[src/rtl/pe_ctrl.sv]
// rtl/pe_ctrl.sv - PE load/compute sequencer
//
// Purpose: streams one job of N_WEIGHT weight words followed by N_IFMAP
// ifmap words from a valid/ready source into a processing element's FIFOs,
// waits for the PE to drop Ready (bounded by TIMEOUT), waits CALC_CYCLES
// cycles from that point, then pulses done.
//
// Ports:
//   clk, rstn          clock, asynchronous active-low reset
//   start, abort       job request (IDLE only) / synchronous cancel
//   s_valid, s_ready   source handshake; s_data carries weights then ifmap
//   pe_ena             PE enable, high for the whole job
//   pe_weight_wea      PE weight FIFO push (one cycle after each weight beat)
//   pe_ifmap_wea       PE ifmap FIFO push (one cycle after each ifmap beat)
//   pe_psum_wea        PE psum push, tied low
//   pe_value           registered data word for the pushes
//   pe_ready           PE Ready flag
//   busy, done, err    not-IDLE, end-of-job pulse, sticky timeout flag
module pe_ctrl #(
  parameter int N_WEIGHT    = 3,
  parameter int N_IFMAP     = 32,
  parameter int CALC_CYCLES = 96,
  parameter int TIMEOUT     = 8
) (
  input  logic        clk,
  input  logic        rstn,
  input  logic        start,
  input  logic        abort,
  input  logic        s_valid,
  output logic        s_ready,
  input  logic [31:0] s_data,
  output logic        pe_ena,
  output logic        pe_weight_wea,
  output logic        pe_ifmap_wea,
  output logic        pe_psum_wea,
  output logic [31:0] pe_value,
  input  logic        pe_ready,
  output logic        busy,
  output logic        done,
  output logic        err
);

  localparam int MAX1 = (N_IFMAP > CALC_CYCLES) ? N_IFMAP : CALC_CYCLES;
  localparam int MAX2 = (MAX1 > TIMEOUT) ? MAX1 : TIMEOUT;
  localparam int MAX3 = (MAX2 > N_WEIGHT) ? MAX2 : N_WEIGHT;
  localparam int CW   = $clog2(MAX3 + 1);

  typedef enum logic [2:0] {
    IDLE     = 3'd0,
    WLOAD    = 3'd1,
    ILOAD    = 3'd2,
    SETTLE   = 3'd3,
    WAIT_RDY = 3'd4,
    CALC     = 3'd5,
    FIN      = 3'd6
  } state_t;

  state_t        state_q, state_d;
  logic [CW-1:0] cnt_q, cnt_d;
  logic          err_q, err_d;
  logic          pe_ena_q, pe_ena_d;
  logic          wwea_q, wwea_d;
  logic          iwea_q, iwea_d;
  logic [31:0]   value_q, value_d;
  logic          beat;

  assign s_ready       = (state_q == WLOAD) || (state_q == ILOAD);
  assign beat          = s_valid && s_ready;
  assign busy          = (state_q != IDLE);
  assign done          = (state_q == FIN);
  assign err           = err_q;
  assign pe_ena        = pe_ena_q;
  assign pe_weight_wea = wwea_q;
  assign pe_ifmap_wea  = iwea_q;
  assign pe_psum_wea   = 1'b0;
  assign pe_value      = value_q;

  always_comb begin
    state_d = state_q;
    cnt_d   = cnt_q;
    err_d   = err_q;
    wwea_d  = 1'b0;
    iwea_d  = 1'b0;
    value_d = value_q;

    if (abort) begin
      // Cancel wins over start and over a same-cycle beat: the source word
      // is consumed by the handshake but never pushed into the PE.
      state_d = IDLE;
      cnt_d   = '0;
    end else begin
      case (state_q)
        IDLE: begin
          if (start) begin
            state_d = WLOAD;
            cnt_d   = '0;
            err_d   = 1'b0;
          end
        end
        WLOAD: begin
          if (beat) begin
            wwea_d  = 1'b1;
            value_d = s_data;
            if (cnt_q == CW'(N_WEIGHT - 1)) begin
              state_d = ILOAD;
              cnt_d   = '0;
            end else begin
              cnt_d = cnt_q + 1'b1;
            end
          end
        end
        ILOAD: begin
          if (beat) begin
            iwea_d  = 1'b1;
            value_d = s_data;
            if (cnt_q == CW'(N_IFMAP - 1)) begin
              state_d = SETTLE;
              cnt_d   = '0;
            end else begin
              cnt_d = cnt_q + 1'b1;
            end
          end
        end
        SETTLE: begin
          state_d = WAIT_RDY;
          cnt_d   = '0;
        end
        WAIT_RDY: begin
          if (!pe_ready) begin
            // The cycle in which Ready is seen low is the first of the
            // CALC_CYCLES-cycle wait, so the count resumes at 1 in CALC.
            state_d = (CALC_CYCLES <= 1) ? FIN : CALC;
            cnt_d   = CW'(1);
          end else if (cnt_q == CW'(TIMEOUT - 1)) begin
            state_d = FIN;
            err_d   = 1'b1;
            cnt_d   = '0;
          end else begin
            cnt_d = cnt_q + 1'b1;
          end
        end
        CALC: begin
          if (cnt_q >= CW'(CALC_CYCLES - 1)) begin
            state_d = FIN;
            cnt_d   = '0;
          end else begin
            cnt_d = cnt_q + 1'b1;
          end
        end
        FIN: begin
          state_d = IDLE;
          cnt_d   = '0;
        end
        default: begin
          state_d = IDLE;
          cnt_d   = '0;
        end
      endcase
    end

    // Enable follows the next state so it rises the cycle after start and
    // drops together with the return to IDLE (normal end or abort).
    pe_ena_d = (state_d != IDLE);
  end

  always_ff @(posedge clk or negedge rstn) begin
    if (!rstn) begin
      state_q  <= IDLE;
      cnt_q    <= '0;
      err_q    <= 1'b0;
      pe_ena_q <= 1'b0;
      wwea_q   <= 1'b0;
      iwea_q   <= 1'b0;
      value_q  <= '0;
    end else begin
      state_q  <= state_d;
      cnt_q    <= cnt_d;
      err_q    <= err_d;
      pe_ena_q <= pe_ena_d;
      wwea_q   <= wwea_d;
      iwea_q   <= iwea_d;
      value_q  <= value_d;
    end
  end

endmodule

[config.mk]
export PLATFORM = sky130hd
export DESIGN_NAME = pe_ctrl
export DESIGN_NICKNAME = d
export VERILOG_FILES = /design/src/rtl/pe_ctrl.sv
export SDC_FILE = /design/constraint.sdc
export NUM_CORES = 1
export LEC_CHECK = 0
export BUFFER_PORTS_ARGS = -buffer_cell sky130_fd_sc_hd__buf_4
export CORE_ASPECT_RATIO = 1.1
export CORE_MARGIN = 4
export CORE_UTILIZATION = 30
export CTS_CLUSTER_SIZE = 10
export DETAILED_ROUTE_END_ITERATION = 6
export PLACE_DENSITY = 0.52
export SYNTH_ARGS = -nofsm -noshare
export SYNTH_HDL_FRONTEND = slang
export SYNTH_SLANG_ARGS = --single-unit
[constraint.sdc]
create_clock -name clk -period 4.6 [get_ports clk]
set_input_delay 0.23 -clock clk [delete_from_list [all_inputs] [get_ports clk]]
set_output_delay 0.23 -clock clk [all_outputs]
set_load 0.05 [all_outputs]
==> results of run 1 <==
-- state kept, by name (all words and copies together), names as in the netlist --
register and count:
pe_ifmap_wea 1, state_q 3, pe_ena 1, pe_value 32
pe_weight_wea 1, cnt_q 7, err 1
-- metal layers --
layer / track usage (%) / part of all wire, % / up-vias
li1: - / - / 858
met1: 16.1 / 48 / 824
met2: 18.6 / 44 / 59
met3: 2.95 / 6.1 / 6
met4: 3.13 / 1.0 / 0
met5: 0 / 0 / -
-- synth_stat cells, types with 2 or more instances --
library cell and n:
sky130_fd_sc_hd__inv_1 2, sky130_fd_sc_hd__or3_1 3, sky130_fd_sc_hd__ha_1 2, sky130_fd_sc_hd__o21ai_0 10, sky130_fd_sc_hd__and2_1 2, sky130_fd_sc_hd__nand3b_1 3, sky130_fd_sc_hd__nor2b_1 3, sky130_fd_sc_hd__nand3_1 7
sky130_fd_sc_hd__mux2_2 31, sky130_fd_sc_hd__buf_2 2, sky130_fd_sc_hd__o22a_1 2, sky130_fd_sc_hd__a2111oi_0 2, sky130_fd_sc_hd__o211a_1 2, sky130_fd_sc_hd__nand2b_1 3, sky130_fd_sc_hd__and3_1 6, sky130_fd_sc_hd__o22ai_1 2
sky130_fd_sc_hd__a22oi_1 2, sky130_fd_sc_hd__dfrtp_1 46, sky130_fd_sc_hd__a21oi_1 6, sky130_fd_sc_hd__buf_6 5, sky130_fd_sc_hd__nand2_1 8, sky130_fd_sc_hd__a31o_2 2, sky130_fd_sc_hd__buf_4 3, sky130_fd_sc_hd__nor2_1 15
-- what timing repair did --
item,in CTS,in global routing
hold buffers,1,0
setup endpoints to repair,0,0
hold endpoints to repair,46,0
-- how the worst max path moves through the flow --
stage,startpoint,to,depth (start not counted)
finish,state_q[0],pe_value[11],3
global route,state_q[0],pe_value[23],3
CTS,state_q[0],pe_value[11],3
detailed placement,state_q[0],pe_value[11],3
global placement,state_q[0],pe_value[24],3
floorplan,cnt_q[0],cnt_q[2],6
-- power by group through the flow --
stage	combinational, mW	clock (mW)	sequential (mW)
after floorplan	0.0932	0	0.752
after global placement	0.495	0	0.515
after detailed placement	0.498	0	0.516
after CTS	0.499	0.314	0.508
after global routing	0.517	0.331	0.517
final	0.493	0.299	0.507
-- worst max-delay path, stage by stage, from the launching register on --
cell	delay [ps]
sky130_fd_sc_hd__dfrtp_1	680
sky130_fd_sc_hd__xnor2_1	220
sky130_fd_sc_hd__or2_2	650
sky130_fd_sc_hd__mux2_2	410
-- area by class of cell --
class / count / share of cell area, %
clock buffers: 6 / 2.45
inverters: 2 / 0.253
flip-flops and latches: 46 / 38.8
multi-input cells: 136 / 34.0
clock inverters: 2 / 1.27
repair buffers: 77 / 19.6
well taps: 85 / 3.59
-- cell families after synthesis --
logic type	synth area share, %
other	0.166
muxes	16.5
AOI/OAI and AO/OA	12.0
adders and majority gates	1.10
xor gates and xnor gates	0.387
and+or+nand+nor	14.3
buffers and inverters	4.64
DFF	50.8
==> results list, run 1 <==
* Via total after detailed routing: 1,747
* Outcome: finished, final reports clean
- On the final layout, the worst clock skew is 8.21 ps.
- Top FF cell, synth: sky130_fd_sc_hd__dfrtp_1
* Pin count of the biggest net entering global routing: 47
- Final std cell area, no fill: 2960 µm²
- At the pin with the least slew margin, the transition time is 749 ps.
- Yosys warns: 0
* Capturing point of the worst reg2reg path: pe_value[11]
- In the final layout, flip-flops and latches occupy 1150 µm².
- Once placement completed, the tool counted placed cells totaling 345.
* Hold path start: abort
* Most frequent cells in the layout: sky130_fd_sc_hd__buf_4 (76), sky130_fd_sc_hd__dfrtp_1 (46), sky130_fd_sc_hd__mux2_2 (31)
- The worst-case IR drop observed on VDD is 0.136 mV.
- Post-DRT Antenna Nets: 0
* Routed wirelength normalized by instance count: 14.9 µm
* Share of flip-flops with an asynchronous set or reset: 100%
- Part of the total power dissipated in combinational logic: 37.9%
- The number of global-route vias before repair came to 1,750.
- The first routing iteration left 46 violations.
* Category of the worst setup path launch point: flop
- Using the TritonRoute via totals, the vias-per-cell ratio works out to 4.94.
- The congestion estimate from routability-driven global placement came to 0.821.
- Excluding fillers, the count of instances in the completed layout stands at 354.
- Number of I/O pins: 78
* DRC: 0
- Placed cell areas: 2840 µm²
* Worst endpoint required time: 4780 ps
* Clock tree from TritonCTS: yes
* Synth Register Bits: 46
- In this run the tightest slew margin relative to its limit is 50.1%.
* Floorplan Core Area: 7170 µm²
- The net count of the finished layout is 308.
* Crit end category: flop
- The number of antenna violations at the first check in global routing came to 0.
- The share of total power dissipated in the clock network is 23.0%.
* Half-perimeter wire length after placement: 3850 µm
- Max-slew violation count: 0
- The average instance in the mapped netlist occupies 11.6 µm².
- Setup violations remaining at the end of the flow were counted as 0.
- For flop-to-flop paths, the worst setup slack is 2500 ps.
- Routed wire length: 5290 µm
* Multi-input gate area: 1010 µm²
- Type of the worst setup path: reg2reg
* First-pass GRT wire length: 8740 µm
- The worst hold path belongs to the class in2reg.
- The cell area that synthesis handed to floorplanning was 2260 µm².
- Number of enable flip-flop cells after synthesis: 0
* Ranking of synthesized cells by area: sky130_fd_sc_hd__dfrtp_1 (51%), sky130_fd_sc_hd__mux2_2 (15%), sky130_fd_sc_hd__buf_6 (2.5%), sky130_fd_sc_hd__nor2_1 (2.5%), sky130_fd_sc_hd__o21ai_0 (2.2%)
- Clock-pin slew was measured on the worst setup and hold paths at 90 ps.
- Post-route worst setup slack: 2500 ps
- Max FO, Critical Path: 32
- Number of stages on the worst hold path: 2
- Share of layout cells above drive strength 1: 46.1%
- Summed over all layers, the global routing overflow is 0.
* Root Buffer Master: sky130_fd_sc_hd__clkbuf_8
- After synthesis, flip-flops and latches occupy 50.8% of the total area.
* PostCTS Resize Cnt: 0
- Net switching is 38.4% of the power.
* Clock latency on the worst-skew pair: 290 ps
* Clock buffer depth: 2
- In this run the power spent charging and discharging nets is 0.499 mW.
- Power spread over the standard cell area amounts to 438 nW/µm².
* Number of clock sinks: 46
* Accumulated negative setup slack: 0 ps
- Post-Synthesis Net Count: 236
- Cells fill 41.4% of the core in the end.
- The floorplan step defined a die boundary enclosing 9000 µm².
- Once the floorplan was initialized, standard cells occupied 31.6% of the core.
* Synthesized instance count: 196
* Final-layout fill cell count: 715
- Die outline height: 99.1 µm
- Input and output buffers added on the ports amount to 76.
- Measured in cells, the most critical reg-to-reg path has a length of 3.
- Min cycle time layout: 2100 ps
* Setup Fix Bufs, Post-CTS: 0
- Number of clock buffers inserted by TritonCTS: 5
- The number of different library cells used by synthesis comes to 51.
- Horizontal die dimension: 90.8 µm
- The tool flagged a number of max-cap violations equal to 0.
* Synth-to-Final Area Change: 30.9%
- Portion of the clock cycle consumed by the worst path in the final layout: 45.7%
- Internal power component: 0.801 mW
* Number of iterations in the first detailed-routing pass: 4
* Worst slack after detailed placement: 2480 ps
- Data arrival at the endpoint of the critical path: 2280 ps
- Relative contribution of sequential cells to total power: 39.0%
* Total leakage power: 1.41 nW
- Hold violation total from the final report: 0
- Power comes to 1.30 mW.
- GR Util All Layers: 11.7%
- RSZ-0062 raised after global routing: no
- Leaving out fill and tap cells, the most frequent cell in the layout is sky130_fd_sc_hd__buf_4.
- Diode insertion count for antenna repair: 0
- The synthesized design spends more area on one cell type than any other, namely sky130_fd_sc_hd__dfrtp_1.
- Worst-case hold slack: 137 ps
- The synthesized design devotes to its leading area cell type 50.8% of total area.
- The worst register-to-register path begins at state_q[0].
- Derived from the worst setup path, the maximum achievable clock frequency is 0.476 GHz.
- The H-tree was split into 2 levels.
- Standard-cell row count: 32
- The worst hold path terminates at state_q[2].
No activity file was read; power rests on OpenSTA's default activity.
==> run 2, diff against run 1 <==
--- a/config.mk
+++ b/config.mk
@@ -5,13 +5,14 @@
 export SDC_FILE = /design/constraint.sdc
 export NUM_CORES = 1
 export LEC_CHECK = 0
+export ABC_AREA = 1
 export BUFFER_PORTS_ARGS = -buffer_cell sky130_fd_sc_hd__buf_4
 export CORE_ASPECT_RATIO = 1.1
 export CORE_MARGIN = 4
 export CORE_UTILIZATION = 30
 export CTS_CLUSTER_SIZE = 10
 export DETAILED_ROUTE_END_ITERATION = 6
-export PLACE_DENSITY = 0.52
+export PLACE_DENSITY = 0.54
 export SYNTH_ARGS = -nofsm -noshare
 export SYNTH_HDL_FRONTEND = slang
 export SYNTH_SLANG_ARGS = --single-unit
==> constraint.sdc (replaced) <==
create_clock -name clk -period 1.86 [get_ports clk]
set_input_delay 0.093 -clock clk [delete_from_list [all_inputs] [get_ports clk]]
set_output_delay 0.093 -clock clk [all_outputs]
set_load 0.05 [all_outputs]
==> run 2 against run 1 <==
Against the previous run: core utilization is 0.35 points higher; first-iteration DRC count is 59% higher; cell count is 16% higher; routed wire length is 1.1% higher; global-route usage is 0.21 points higher; largest power group is now combinational cells; highest routed layer unchanged.
==> results list, run 2 <==
- The run finished with clean final reports.
- The slew at the pin closest to its max-slew limit was 584 ps (-164 ps).
* Synth Register Bits: 46 (unchanged)
- The synthesized design spends more area on one cell type than any other, namely sky130_fd_sc_hd__dfrtp_1.
* Die outline height: 99.8 µm (+0.68%)
- The number of cells produced by synthesis came to 220 (+12%).
- The static leakage is 1.66 nW (+17%).
* Portion of the clock cycle consumed by the worst path in the final layout: 88.1% (+42 points)
- Portion of total power attributed to the clock network: 20.9% (-2.1 points)
- Setup repair after global routing left no endpoint under its margin.
- Type of the worst setup path: reg2reg
* Pin count of the biggest net entering global routing: 47 (unchanged)
- Met1 track utilization from global routing: 16.3% (+0.23 points)
* Horizontal die dimension: 91.5 µm (+0.68%)
- From synthesis to final layout, the design area changed by 35.6%.
* Routed wirelength normalized by instance count: 13.1 µm (-13%)
- Weighted congestion at the end of routability-driven global placement: 0.936 (+14%)
- The count of antenna diodes in the layout was 0 (unchanged).
- The final count of hold timing violations is 0 (unchanged).
* Area of the mapped netlist: 2300 µm² (+1.5%)
- The share of final-layout standard cells stronger than drive strength 1 was 41.4% (-4.6 points).
- DRC: 0 (unchanged)
* CP dominant cell by count: sky130_fd_sc_hd__nand2_1
- The count of unique library cells instantiated by Yosys was 20 (-61%).
- Top cell type's share of synthesized area: 50.1% (-0.75 points)
* Internal power component: 2.17 mW (+170%)
- Slowest Stage Delay on Critical Path: 420 ps (-260 ps)
- The total count of max-transition violations in the final report came to 0 (unchanged).
- Final-layout fill cell count: 732 (+2.4%)
- The proportion of power drawn by combinational gates came to 42.8% (+4.9 points).
- STA classifies the critical path startpoint as a flop.
- The number of I/O pins was 78 (unchanged).
* Proportion of total power due to net switching: 39.5% (+1.2 points)
- The combined global-route utilization of all metal layers came to 11.9% (+0.21 points).
- Root Buffer Master: sky130_fd_sc_hd__clkbuf_8
- Post-DRT Antenna Nets: 0 (unchanged)
* Net switching component of the power: 1.42 mW (+180%)
* Clock tree from TritonCTS: yes
* Peak supply drop: 0.307 mV (+130%)
- The critical path goes through ha_1 -> nand2_1 -> nor2_1 -> nand2_1 -> inv_1 -> nand2_1 -> nand2_1 -> nand3_1 -> nand3b_1 -> nand2_1.
- The worst setup path is captured at a flop.
- The mean instance size in the synthesized netlist came to 10.4 µm² (-9.6%).
- The depth of the CTS H-tree was 2 (unchanged).
- In the layout the commonest cells are sky130_fd_sc_hd__buf_4 (77), sky130_fd_sc_hd__dfrtp_1 (46), sky130_fd_sc_hd__nand2_1 (37).
* Half-perimeter wire length after placement: 3940 µm (+2.4%)
* Clock latency on the worst-skew pair: 290 ps (about the same)
* Clock buffer depth: 2 (unchanged)
- Setup Viol. Count Final: 0 (unchanged)
- Share of flip-flops with an asynchronous set or reset: 100% (unchanged)
- The clock slew at the register clock pins of the worst setup and hold paths is 90 ps (about the same).
- The met2 routing resource usage after global routing was 19.4% (+0.85 points).
- Ranked by total cell area, the synthesized netlist is headed by sky130_fd_sc_hd__dfrtp_1 (50%), sky130_fd_sc_hd__mux2_4 (20%), sky130_fd_sc_hd__nand2_1 (6.0%), sky130_fd_sc_hd__nor2_1 (4.2%), sky130_fd_sc_hd__nand3_1 (3.5%).
- The final net count was 343 (+11%).
* Number of clock buffers inserted by TritonCTS: 5 (unchanged)
* Number of enable flip-flop cells after synthesis: 0 (unchanged)
* Busiest grt layer: met2
- The slowest stage of the critical path belongs to the cell sky130_fd_sc_hd__dfrtp_1.
- Max-cap check violation count: 0 (unchanged)
- The post-synthesis sequential area ratio was 50.1% (-0.75 points).
- The CTS sink count was 46 (unchanged).
- The relative slew slack came to 61.0% (+11 points).
- The total wire length after detailed routing was 5350 µm (+1.1%).
- The total negative setup slack is 0 ps (unchanged).
- Hold crit path type: in2reg
* Min cycle time layout: 1640 ps (-462 ps)
- The total global routing overflow came to 0 (unchanged).
* Synth top cells by count: sky130_fd_sc_hd__dfrtp_1 (46), sky130_fd_sc_hd__nand2_1 (37), sky130_fd_sc_hd__mux2_4 (30)
* Setup clock skew after layout: 8.89 ps (+0.683 ps)
* Relative contribution of sequential cells to total power: 36.4% (-2.6 points)
- The number of global-route vias before repair came to 1,820 (+4.0%).
- The routing usage on met3 is 2.70% (-0.25 points).
- The number of antenna violations at the first check in global routing is 0 (unchanged).
- Number of DRC markers after the initial detailed-route iteration: 73 (+59%)
- Top FF cell, synth: sky130_fd_sc_hd__dfrtp_1
* PostCTS Resize Cnt: 0 (unchanged)
* Util after Layout: 41.7% (+0.35 points)
- Among all cell types in the netlist, the one instantiated most often is sky130_fd_sc_hd__dfrtp_1.
- The overall via count from detail_route is 1,846 (+5.7%).
- Worst endpoint required time: 2050 ps (-2730 ps)
* Yosys warns: 0 (unchanged)
* First-pass GRT wire length: 8940 µm (+2.2%)
- The number of placement rows was 33 (+3.1%).
- Max FO, Critical Path: 5 (-84%)
- Number of vias per cell after detailed routing: 4.51 (-8.5%)
- The total power per unit cell area is 1150 nW/µm² (+160%).
- The top achievable clock speed was 0.610 GHz (+28%).
- Die outline area: 9130 µm² (+1.4%)
- The library cell used most frequently in the layout, excluding fill and tap cells, is sky130_fd_sc_hd__buf_4.
* Number of flip-flops in the largest register: 32 (unchanged)
- Post-Synthesis Net Count: 260 (+10%)
- The number of I/O port buffers was 76 (unchanged).
- The total core area was 7470 µm² (+4.3%).
* Initial Util: 30.8% (-0.84 points)
- The number of optimization iterations in the first detailed-route pass is 4 (unchanged).
- The data arrival time of the critical path came to 1820 ps (-460 ps).
-- run 2: changes by cell type in the layout (fill, tap and decap cells not counted), sizes merged, moves of 8 or more --
| cell | change |
|---|---|
| nand2 | +31 |
| inv | +23 |
| nand3 | +12 |
| nor2 | +10 |
| nand4 | +8 |
| o21ai | -8 |
-- run 2: worst max-delay path: cells and delay by family, from the launching register on --
family                     cells  cell delay [ps]
and+or+nand+nor                8              840
DFF                            1              420
adders and majority gates      1              190
buffers and inverters          1               80
-- run 2: final cells by class --
class / count / area (µm²) / area share (%)
Clock buffer: 6 / 72.6 / 2.33
Clock inverter: 2 / 37.5 / 1.20
Inverter: 25 / 93.8 / 3.01
Multi-Input combinational cell: 145 / 1010 / 32.5
Sequential cell: 46 / 1150 / 36.9
Tap cell: 105 / 131 / 4.22
Timing Repair Buffer: 80 / 618 / 19.8
-- run 2: logic make-up (layout without fill, tap and decap cells) --
group                      count (synthesis)  count (layout)  synth area share (%)
and+or+nand+nor                           96              96                  19.2
DFF                                       46              46                  50.1
muxes                                     32              32                  20.6
buffers and inverters                     29             113                  5.88
AOI/OAI and AO/OA                         14              14                  3.05
adders and majority gates                  2               2                  1.09
other                                      1               1                 0.163
-- run 2: metal layers --
metal  vias up  part of all wire, %  wire, µm
met5         -                    0         0
met4         0                 0.79        42
met3         5                  6.9       371
met2        64                   45      2430
met1       885                   47      2500
li1        892                    -         -
-- run 2: path summary, 6_finish.rpt --
check                           slack, ps           end    startpoint  depth (start not counted)
max in group asynchronous            1110      cnt_q[0]          rstn                          2
worst min-delay path                   10  pe_value[10]    s_data[10]                          2
worst min register to register        500  pe_value[10]  pe_value[10]                          1
worst max-delay path                  220      cnt_q[1]      cnt_q[0]                         10
worst max register to register        220      cnt_q[1]      cnt_q[0]                         10
min in group asynchronous             350   pe_value[0]          rstn                          2
-- run 2: metrics by stage --
step / hold slack (ps) / instances / power [mW] / worst slack (ps) / instance area (µm²)
after floorplan: -203 / 220 / 2.38 / 227 / 2300
after global placement: 140 / 399 / 2.86 / 255 / 2990
after detailed placement: 144 / 399 / 2.86 / 223 / 2990
after CTS: 4.84 / 409 / 3.64 / 210 / 3120
after global routing: 0.384 / 409 / 3.75 / 8.79 / 3120
final: 11.9 / 409 / 3.59 / 221 / 3120
-- run 2: power groups by stage --
stage | clock [mW] | sequential, mW | combinational (mW)
6_report | 0.749 | 1.31 | 1.54
5_1_grt | 0.818 | 1.33 | 1.60
4_1_cts | 0.784 | 1.31 | 1.55
3_5_place_dp | 0 | 1.32 | 1.54
3_3_place_gp | 0 | 1.32 | 1.54
2_1_floorplan | 0 | 2.02 | 0.367
-- run 2: timing repair --
| action | CTS | global route |
|---|---|---|
| buffers inserted | 0 | 0 |
| hold buffers | 2 | 0 |
| endpoints found under the hold margin | 49 | 0 |
==> run 3, diff against run 2 <==
--- a/config.mk
+++ b/config.mk
@@ -12,7 +12,6 @@
 export CORE_UTILIZATION = 30
 export CTS_CLUSTER_SIZE = 10
 export DETAILED_ROUTE_END_ITERATION = 6
-export PLACE_DENSITY = 0.54
 export SYNTH_ARGS = -nofsm -noshare
 export SYNTH_HDL_FRONTEND = slang
 export SYNTH_SLANG_ARGS = --single-unit
==> run 3 against run 2 <==
Against the previous run: die area unchanged; sequential cell count unchanged; sequential share of layout area unchanged; combinational power about the same; cell area unchanged; clock-buffer cell count unchanged; routed wire length decreased by 0.80%.
==> results list, run 3 (synthesis results as in run 2) <==
- The data required time of the critical path came to 2040 ps (about the same).
- Pin count of the biggest net entering global routing: 47 (unchanged)
- Horizontal die dimension: 91.5 µm (unchanged)
* Worst-case hold slack: 18.4 ps (+6.47 ps)
- The number of global-route vias before repair was 1,890 (+3.8%).
- Number of buffer and inverter stages on the critical path: 2 (+1)
* Number of iterations in the first detailed-routing pass: 4 (unchanged)
* First-pass GRT wire length: 8830 µm (-1.2%)
- Final std cell area, no fill: 3120 µm² (unchanged)
- Weighted congestion at the end of routability-driven global placement: 0.900 (-3.9%)
- Clock transition at the registers of the reported paths: 90 ps (about the same)
* Slowest Stage Delay on Critical Path: 430 ps (about the same)
- The detailed-route wire length per cell is 13.0 µm (-0.56%).
- The total cell area at the placement stage was 2980 µm² (-0.25%).
- The library cell used most frequently in the layout, excluding fill and tap cells, is sky130_fd_sc_hd__buf_4.
- Min cycle time layout: 1650 ps (+11.6 ps)
- Routed wire length: 5300 µm (-0.80%)
- The clock latency of the later-clocked register in the worst-skew pair came to 290 ps (about the same).
* Initial Util: 30.8% (unchanged)
- The final instance count without filler cells was 408 (-0.24%).
- The max capacitance violation total is 0 (unchanged).
- Synth-to-Final Area Change: 35.6% (unchanged)
- Destination of the worst hold path: pe_value[9]
- The top achievable clock speed was 0.606 GHz (-0.70%).
- The flow ran to the end, and the final reports show no timing, DRC or antenna violations.
- Clock buffer depth: 2 (unchanged)
* Cell with the biggest individual delay on the critical path: sky130_fd_sc_hd__dfrtp_1
- The setup skew after layout was 5.58 ps (-3.31 ps).
- The depth of the CTS H-tree came to 2 (unchanged).
- Max FO, Critical Path: 5 (unchanged)
- The static leakage came to 1.66 nW (about the same).
- The depth of the worst register-to-register path came to 11 (+1).
- The total negative setup slack is 0 ps (unchanged).
- The number of I/O port buffers was 76 (unchanged).
- Startpoint of the most critical register-to-register path: cnt_q[0]
* Type of the worst setup path: reg2reg
* GRT overflow: 0 (unchanged)
- CP dominant cell by count: sky130_fd_sc_hd__nand2_1
- Setup Viol. Count Final: 0 (unchanged)
* Kind of cell adding the most delay to the critical path: simple AND/OR/NAND/NOR gates
* Max-slew violation count: 0 (unchanged)
* Number of clock sinks: 46 (unchanged)
- Post-route worst setup slack: 209 ps (-11.6 ps)
- The count of antenna diodes in the layout is 0 (unchanged).
* Clock tree from TritonCTS: yes
- Die outline height: 99.8 µm (unchanged)
* Hold violation total from the final report: 0 (unchanged)
- The average via count per standard cell came to 4.47 (-1.0%).
* Hold crit path type: in2reg
- The number of buffers inserted to repair setup after CTS is 0 (unchanged).
- The root buffer cell chosen for the clock tree is sky130_fd_sc_hd__clkbuf_8.
- Cell Pwr Density: 1140 nW/µm² (-0.63%)
- Number of stages on the worst hold path: 2 (unchanged)
* DRC: 0 (unchanged)
- Flop-to-flop setup slack: 210 ps (about the same)
- Category of the worst setup path launch point: flop
- Number of I/O pins: 78 (unchanged)
- The total instance count after detailed placement was 398 (-0.25%).
- The post-route antenna net violation count was 0 (unchanged).
- The worst slack at placement came to 167 ps (-56.3 ps).
- The final net count is 342 (-0.29%).
- RSZ-0062 raised after global routing: no
- Util after Layout: 41.7% (unchanged)
- GR Util All Layers: 11.9% (-0.078 points)
- Worst-margin pin slew: 575 ps (-9.25 ps)
* Capturing point of the worst reg2reg path: cnt_q[1]
- The estimated wirelength of the detail-placed design came to 3950 µm (+0.19%).
* Pwr Total: 3.57 mW (-0.63%)
- The share of final-layout standard cells stronger than drive strength 1 came to 41.9% (+0.47 points).
- The area enclosed by the die boundary was 9130 µm² (unchanged).
- Number of flip-flops in the largest register: 32 (unchanged)
- Most frequent cells in the layout: sky130_fd_sc_hd__buf_4 (76), sky130_fd_sc_hd__dfrtp_1 (46), sky130_fd_sc_hd__nand2_1 (37)
- Data arrival at the endpoint of the critical path: 1830 ps (about the same)
* Final-layout fill cell count: 704 (-3.8%)
- The largest vdd supply drop was 0.356 mV (+16%).
- Standard-cell row count: 33 (unchanged)
* Number of DRC markers after the initial detailed-route iteration: 56 (-23%)
* Crit end category: flop
* Worst-path cell chain: inv_1 -> ha_1 -> inv_1 -> nor2_1 -> nand3_1 -> nand2_1 -> nand2_1 -> nand2_1 -> nand3_2 -> nand3b_1 -> nand2_1
- Portion of the clock cycle consumed by the worst path in the final layout: 88.7% (+0.62 points)
* Number of clock buffers inserted by TritonCTS: 5 (unchanged)
- Hold path start: s_data[9]
- The relative slew slack is 61.7% (+0.62 points).
- Floorplan Core Area: 7470 µm² (unchanged)
* Initial antenna violation count: 0 (unchanged)
- Via total after detailed routing: 1,823 (-1.2%)
## run 3: per-layer routing
layer | share of wire, % | GRT usage [%]
met4 | 1.8 | 4.18
met5 | 0 | 0
met1 | 44 | 14.7
met2 | 47 | 19.7
met3 | 7.6 | 3.52
## run 3: how the worst max path moves through the flow
stage	startpoint	to	cells after the start
2_1_floorplan	state_q[2]	done	2
3_3_place_gp	state_q[0]	pe_value[10]	6
3_5_place_dp	cnt_q[0]	cnt_q[1]	8
4_1_cts	cnt_q[0]	cnt_q[1]	8
5_1_grt	cnt_q[0]	cnt_q[1]	8
6_report	cnt_q[0]	cnt_q[1]	11
## run 3: area by class of cell
| class | count | area, µm² | area share (%) |
|---|---|---|---|
| sequential | 46 | 1150 | 36.9 |
| inverter | 25 | 93.8 | 3.01 |
| clock buffer | 6 | 72.6 | 2.33 |
| multi-input combinational | 145 | 1020 | 32.7 |
| clock inverter | 2 | 37.5 | 1.20 |
| timing repair buffer | 79 | 611 | 19.6 |
| tap | 105 | 131 | 4.22 |
## run 3: timing repair
action | in CTS | in global routing
endpoints found under the setup margin | 0 | 4
hold buffers | 2 | 0
gates resized for setup | 0 | 2
endpoints found under the hold margin | 49 | 0
## run 3: report_power, final
part | internal (mW) | switching (mW) | leakage (nW) | total, mW
combinational | 0.572 | 0.963 | 1.03 | 1.54
sequential | 1.20 | 0.109 | 0.576 | 1.31
clock | 0.401 | 0.325 | 0.0514 | 0.726
total | 2.17 | 1.40 | 1.66 | 3.57
